<file path="src/rtl/pio_ser_deser.sv">
// pio_ser_deser: serial-to-parallel PIO front end with word framing.
// Odd parity on a trailing serial bit is enabled by defining PIO_PARITY_EN.
module pio_ser_deser #(
  parameter int WORD_W   = 26,
  parameter int HOLD_CYC = 8,
  parameter int GAP_MAX  = 64
) (
  input  logic              SIM_CLK,
  input  logic              SIM_RST,
  input  logic              SER_SYNC,
  input  logic              SER_STB,
  input  logic              SER_DATA,
  output logic [WORD_W-1:0] G_DV,
  output logic [WORD_W-1:0] G_DVN,
  output logic              INFOV,
  output logic              FRM_ERR,
  output logic              PAR_ERR
);
`ifdef PIO_PARITY_EN
  localparam int FRAME_W = WORD_W + 1;
`else
  localparam int FRAME_W = WORD_W;
`endif
  localparam int BW = $clog2(FRAME_W + 1);
  localparam int GW = $clog2(GAP_MAX + 1);
  localparam int HW = $clog2(HOLD_CYC + 1);
  localparam logic [BW-1:0] LAST_B = BW'(FRAME_W - 1);
  localparam logic [GW-1:0] LAST_G = GW'(GAP_MAX - 1);
  localparam logic [HW-1:0] HOLD_L = HW'(HOLD_CYC);

  typedef enum logic [1:0] {IDLE, SHIFT, HOLD} state_e;

  state_e            state_q;
  logic [WORD_W-1:0] sr_q;
  logic [WORD_W-1:0] sr_d;
  logic [WORD_W-1:0] dv_q;
  logic [BW-1:0]     bcnt_q;
  logic [GW-1:0]     gap_q;
  logic [HW-1:0]     hold_q;
  logic              infov_q;
  logic              frm_q;
  logic              last_bit;

  assign sr_d     = {SER_DATA, sr_q[WORD_W-1:1]};
  assign last_bit = (bcnt_q == LAST_B);

`ifdef PIO_PARITY_EN
  logic par_q;
  logic par_ok;
  // sr_q already holds all data bits when the parity strobe arrives
  assign par_ok  = ^{sr_q, SER_DATA};
  assign PAR_ERR = par_q;
`else
  assign PAR_ERR = 1'b0;
`endif

  assign G_DV    = dv_q;
  assign G_DVN   = ~dv_q;
  assign INFOV   = infov_q;
  assign FRM_ERR = frm_q;

  always_ff @(posedge SIM_CLK or negedge SIM_RST) begin
    if (!SIM_RST) begin
      state_q <= IDLE;
      sr_q    <= '0;
      dv_q    <= '0;
      bcnt_q  <= '0;
      gap_q   <= '0;
      hold_q  <= '0;
      infov_q <= 1'b0;
      frm_q   <= 1'b0;
`ifdef PIO_PARITY_EN
      par_q   <= 1'b0;
`endif
    end else begin
      frm_q <= 1'b0;
`ifdef PIO_PARITY_EN
      par_q <= 1'b0;
`endif
      if (SER_SYNC) begin
        // sync wins over a coincident strobe, whose bit opens the new word
        frm_q   <= (state_q == SHIFT);
        infov_q <= 1'b0;
        state_q <= SHIFT;
        gap_q   <= '0;
        bcnt_q  <= BW'(SER_STB);
        if (SER_STB) sr_q <= sr_d;
      end else begin
        unique case (state_q)
          IDLE: ;
          SHIFT: begin
            if (SER_STB) begin
              gap_q <= '0;
              if (last_bit) begin
`ifdef PIO_PARITY_EN
                if (par_ok) begin
                  dv_q    <= sr_q;
                  infov_q <= 1'b1;
                  hold_q  <= HOLD_L;
                  state_q <= HOLD;
                end else begin
                  par_q   <= 1'b1;
                  state_q <= IDLE;
                end
`else
                dv_q    <= sr_d;
                infov_q <= 1'b1;
                hold_q  <= HOLD_L;
                state_q <= HOLD;
`endif
              end else begin
                sr_q   <= sr_d;
                bcnt_q <= bcnt_q + 1'b1;
              end
            end else if (gap_q == LAST_G) begin
              frm_q   <= 1'b1;
              state_q <= IDLE;
            end else begin
              gap_q <= gap_q + 1'b1;
            end
          end
          HOLD: begin
            if (hold_q == HW'(1)) begin
              infov_q <= 1'b0;
              state_q <= IDLE;
            end else begin
              hold_q <= hold_q - 1'b1;
            end
          end
          default: state_q <= IDLE;
        endcase
      end
    end
  end
endmodule

</file>
<file path="config.mk">
export PLATFORM = sky130hd
export DESIGN_NAME = pio_ser_deser
export DESIGN_NICKNAME = d
export VERILOG_FILES = /design/src/rtl/pio_ser_deser.sv
export SDC_FILE = /design/constraint.sdc
export NUM_CORES = 1
export LEC_CHECK = 0
export BUFFER_PORTS_ARGS = -buffer_cell sky130_fd_sc_hd__buf_2
export CAP_MARGIN = 15
export CORE_AREA = 2 2 98 100
export CTS_CLUSTER_DIAMETER = 50
export DETAILED_ROUTE_END_ITERATION = 10
export DIE_AREA = 0 0 100 102
export GPL_TIMING_DRIVEN = 1
export SLEW_MARGIN = 25
export SYNTH_ARGS = -nofsm -noshare
export SYNTH_HDL_FRONTEND = slang
export SYNTH_SLANG_ARGS = --single-unit
</file>
<file path="constraint.sdc">
create_clock -name SIM_CLK -period 1.8 [get_ports SIM_CLK]
set_clock_uncertainty 0.1 [all_clocks]
set_input_delay 0.18 -clock SIM_CLK [delete_from_list [all_inputs] [get_ports SIM_CLK]]
set_output_delay 0.18 -clock SIM_CLK [all_outputs]
set_load 0.02 [all_outputs]
</file>
==> results.txt <==
----------------------------------------------------
[Synthesis]
  #FFs+latches synth ... 71
  Number of enable-type register cells in the synthesized netlist ... 0
  Count of mapped cells out of synthesis ... 251
  Ys flop type ... sky130_fd_sc_hd__dfrtp_1
  Summed instance area of the synthesized netlist ... ~3100 um2
  Sequential area share after synthesis ... 0.569
  Ys async rst share ... 1.00
  Syn nets ... 261
  Count of yosys warnings during synthesis ... 0
  Yosys cell types ... 45
  Avg Synthesized Cell Area ... between 10 and 15 um2

[STA]
  Hold Fails Final Rpt ... 0
  Achievable Freq ... around 550 MHz
  Period Utilization, post-route ... 1.02
  Final critical-path setup slack ... -27.1 ps
  Max Transition Viols Final ... 0
  Final worst path period need ... ~1800 ps
  Unrepaired setup endpoints after global routing ... true
  Number of setup violations in the final report ... 37

[Layout]
  Post-layout net count ... 345
  Number of fill cells in the layout ... 866
  Final antenna diode count ... 0
  Area added between synthesis and finish ... 27.8%
  Leading cell types in the layout, fill and taps excluded ... 71 x sky130_fd_sc_hd__dfrtp_1, 57 x sky130_fd_sc_hd__buf_2, 44 x sky130_fd_sc_hd__mux2_2, 32 x sky130_fd_sc_hd__inv_1, 19 x sky130_fd_sc_hd__buf_4
  Fraction of layout cells with a size suffix above 1 ... 0.468
  Most frequent standard cell in the layout excluding fill and tap cells ... sky130_fd_sc_hd__dfrtp_1

[Worst setup path]
  Top fanout value on the critical path ... 7
  Maximum cell stage delay along the critical path ... between 300 and 400 ps
  Source of the critical timing path ... bcnt_q[0]
  Worst Reg2Reg Path Length in Cells ... 6
  Capturing instance or port of the critical path ... G_DV[4]
  Cell chain of the critical path ... ha_1 > and4b_2 > nand4_1 > buf_6 > clkbuf_16 > mux2_2
  Critical Path RT ... 1930 ps
  CP Capture Type ... register
  Endpoint of the worst register-to-register path ... G_DV[4]
  Worst path buffer plus inverter count ... 2
  Crit-path leading delay family ... flip-flops
  CP Class ... register to register
  Worst EP arrival ... between 1500 and 2000 ps
  Start of the worst register-to-register path ... bcnt_q[0]
  Critical-path cell with the highest stage delay ... sky130_fd_sc_hd__dfrtp_1
  Register-to-register setup slack ... -30 ps
  Worst Setup Start Kind ... register
  Depth of the critical timing path with buffers and inverters included ... 6

[Power and ir drop]
  Int Pwr ... about 2.6 mW
  Largest vdd supply drop ... 0.406 mV
  Leak pwr ... 1.93 nW
  Power, Total ... 3.56 mW
  Switching power ... 0.964 mW
  P per Cell Area ... 894 nW/um2
  Fraction of power spent switching nets ... 0.271
  Part of the power in the clock network ... 0.315
  Portion of total power attributed to combinational logic ... 0.112
  Proportion of power drawn by flip-flops and latches ... 0.574

[GRT]
  Global-route wire length before repair ... 9.72 mm
  Antenna violations before repair ... 0
  Final global-route overflow total ... 0
  Via count of the first global-routing pass ... roughly 2k
  Pin count of the biggest net entering global routing ... 64
  Total track usage ... 0.120

[Clock network]
  Number of buffers inserted during clock tree synthesis ... 9
  Buffer depth of the longest clock path ... 2
  TritonCTS clock tree ... yes
  H-Tree Level Count ... 3
  Cell at the root of the clock tree ... sky130_fd_sc_hd__clkbuf_8
  TritonCTS sink count ... 71
  Clock network latency to the later pin of the worst-skew pair ... ~340 ps
  Clock input transition at the sequential cells of the worst setup and hold paths ... 80 ps

[Routing]
  First-pass iteration count of the detailed router ... 4
  Average routed wire per standard cell ... 13.5 um
  Final routed wirelength across all metal layers ... a little over 6 mm
  Remaining number of nets flagged by the antenna check after routing ... 0
  Number of vias per cell after detailed routing ... around 4.7
  Via count ... 2116
  Drt first-iter violations ... 42
  DRC ... 0

[Die]
  Die area ... 10200 um2
  Chip height ... 102 um
  Top-level I/O count ... 60
  Standard-cell rows ... 35
  Die X-Extent ... 100 um
  Core region area ... 9110 um2
  Initial core utilization ... 0.343

[Status]
  Outcome ... finished, violations left
  Failing checks ... setup timing

[Placement]
  Last weighted congestion value of the routability-driven placer ... 0.899
  Final HPWL DP ... 3.82 mm
  Worst slack, placed ... -2.42 ps
  Port Buffer Count ... 58

[Worst hold path]
  Hold wc startpoint ... SER_SYNC
  Classification of the worst-slack hold path ... input port to register

[Flow run]
  Max-cap violations ... 0

----------------------------------------------------
==> worst min-delay path by stage <==
stage / to / depth (start not counted) / slack (ps)
global route: bcnt_q[2] / 2 / 40
global placement: G_DV[17] / 1 / -80
finish: bcnt_q[2] / 2 / 50
detailed placement: G_DV[17] / 1 / -80
floorplan: FRM_ERR / 0 / -220
CTS: bcnt_q[4] / 2 / 30
==> synth_stat cells (all sizes together) (2+ instances only) <==
master / instances / share of area
nor3b: 2 / 0.0048
mux2: 51 / 0.18
nand2b: 3 / 0.0060
and4b: 2 / 0.0064
dfrtp: 71 / 0.57
o21ai: 4 / 0.010
clkbuf: 2 / 0.0024
buf: 10 / 0.021
or3: 3 / 0.0076
a31oi: 4 / 0.0080
nand3: 3 / 0.0048
ha: 5 / 0.020
and4: 2 / 0.0056
nand3b: 2 / 0.0048
a21oi: 8 / 0.013
nand4b: 2 / 0.0056
xor2: 3 / 0.0084
nor3: 3 / 0.0048
a41oi: 2 / 0.0056
inv: 33 / 0.040
nor2: 7 / 0.011
nor2b: 4 / 0.0080
nand2: 9 / 0.011
==> state kept, by name, summed over array words and instances (netlist names) <==
| name | count |
|---|---|
| G_DV | 26 |
| bcnt_q | 5 |
| gap_q | 7 |
| INFOV | 1 |
| state_q | 2 |
| FRM_ERR | 1 |
| sr_q | 25 |
| hold_q | 4 |
==> power by group through the flow <==
stage / Sequential (mW) / Clock [mW] / Combinational [mW]
after floorplan: 2.00 / 0 / 0.293
after global placement: 2.07 / 0 / 0.376
after detailed placement: 2.07 / 0 / 0.391
after CTS: 2.04 / 1.16 / 0.397
after global routing: 2.08 / 1.22 / 0.452
final: 2.04 / 1.12 / 0.398
==> worst register-to-register path, stage by stage (launching register included) <==
cell,delay (ps)
sky130_fd_sc_hd__dfrtp_1,390
sky130_fd_sc_hd__ha_1,190
sky130_fd_sc_hd__and4b_2,280
sky130_fd_sc_hd__nand4_1,100
sky130_fd_sc_hd__buf_6,160
sky130_fd_sc_hd__clkbuf_16,170
sky130_fd_sc_hd__mux2_2,330
==> cell families after synthesis <==
kind of cell	share of synthesized area
AOI/OAI and AO/OA	0.0593
buffers and inverters	0.0630
xor gates and xnor gates	0.0112
other	0.00120
DFF	0.569
muxes	0.187
adders and majority gates	0.0200
and+or+nand+nor	0.0886
==> metal layers <==
metal  global-route usage  part of all wire  vias up
met4               0.0516             0.018        0
met5                    0                 0        -
met2                0.183              0.46       43
met3               0.0356             0.047       12
met1                0.160              0.48     1046
li1                     -                 -     1015
==> timing repair <==
item / 4_1_cts / 5_1_grt
buffers inserted: 0 / 4
cloned: 0 / 3
resized for setup: 0 / 15
hold endpoints to repair: 73 / 0
pin swaps: 0 / 6
setup endpoints to repair: 38 / 53
hold buffers: 2 / 0
==> through the flow <==
stage | area [um2] | std cells | hold slack (ps) | TNS (ps) | util
floorplan | 3120 | 251 | -216 | -669 | -
global placement | 3650 | 426 | -75.2 | 0 | 0.401
detailed placement | 3650 | 426 | -78.3 | -5.69 | 0.401
CTS | 3850 | 444 | 30.8 | -379 | 0.422
global route | 3990 | 451 | 44.8 | -3710 | 0.438
finish | 3990 | 451 | 54.4 | -501 | 0.438
==> layout make-up <==
cell class | instances | area [um2] | share of cell area
Multi-Input combinational cell | 135 | 1190 | 0.299
Inverter | 33 | 124 | 0.0311
Clock inverter | 7 | 48.8 | 0.0122
Timing Repair Buffer | 85 | 584 | 0.147
Tap cell | 111 | 139 | 0.0348
Sequential cell | 71 | 1780 | 0.446
Clock buffer | 9 | 124 | 0.0311
Note: power is estimated with default switching activity, not from simulation.
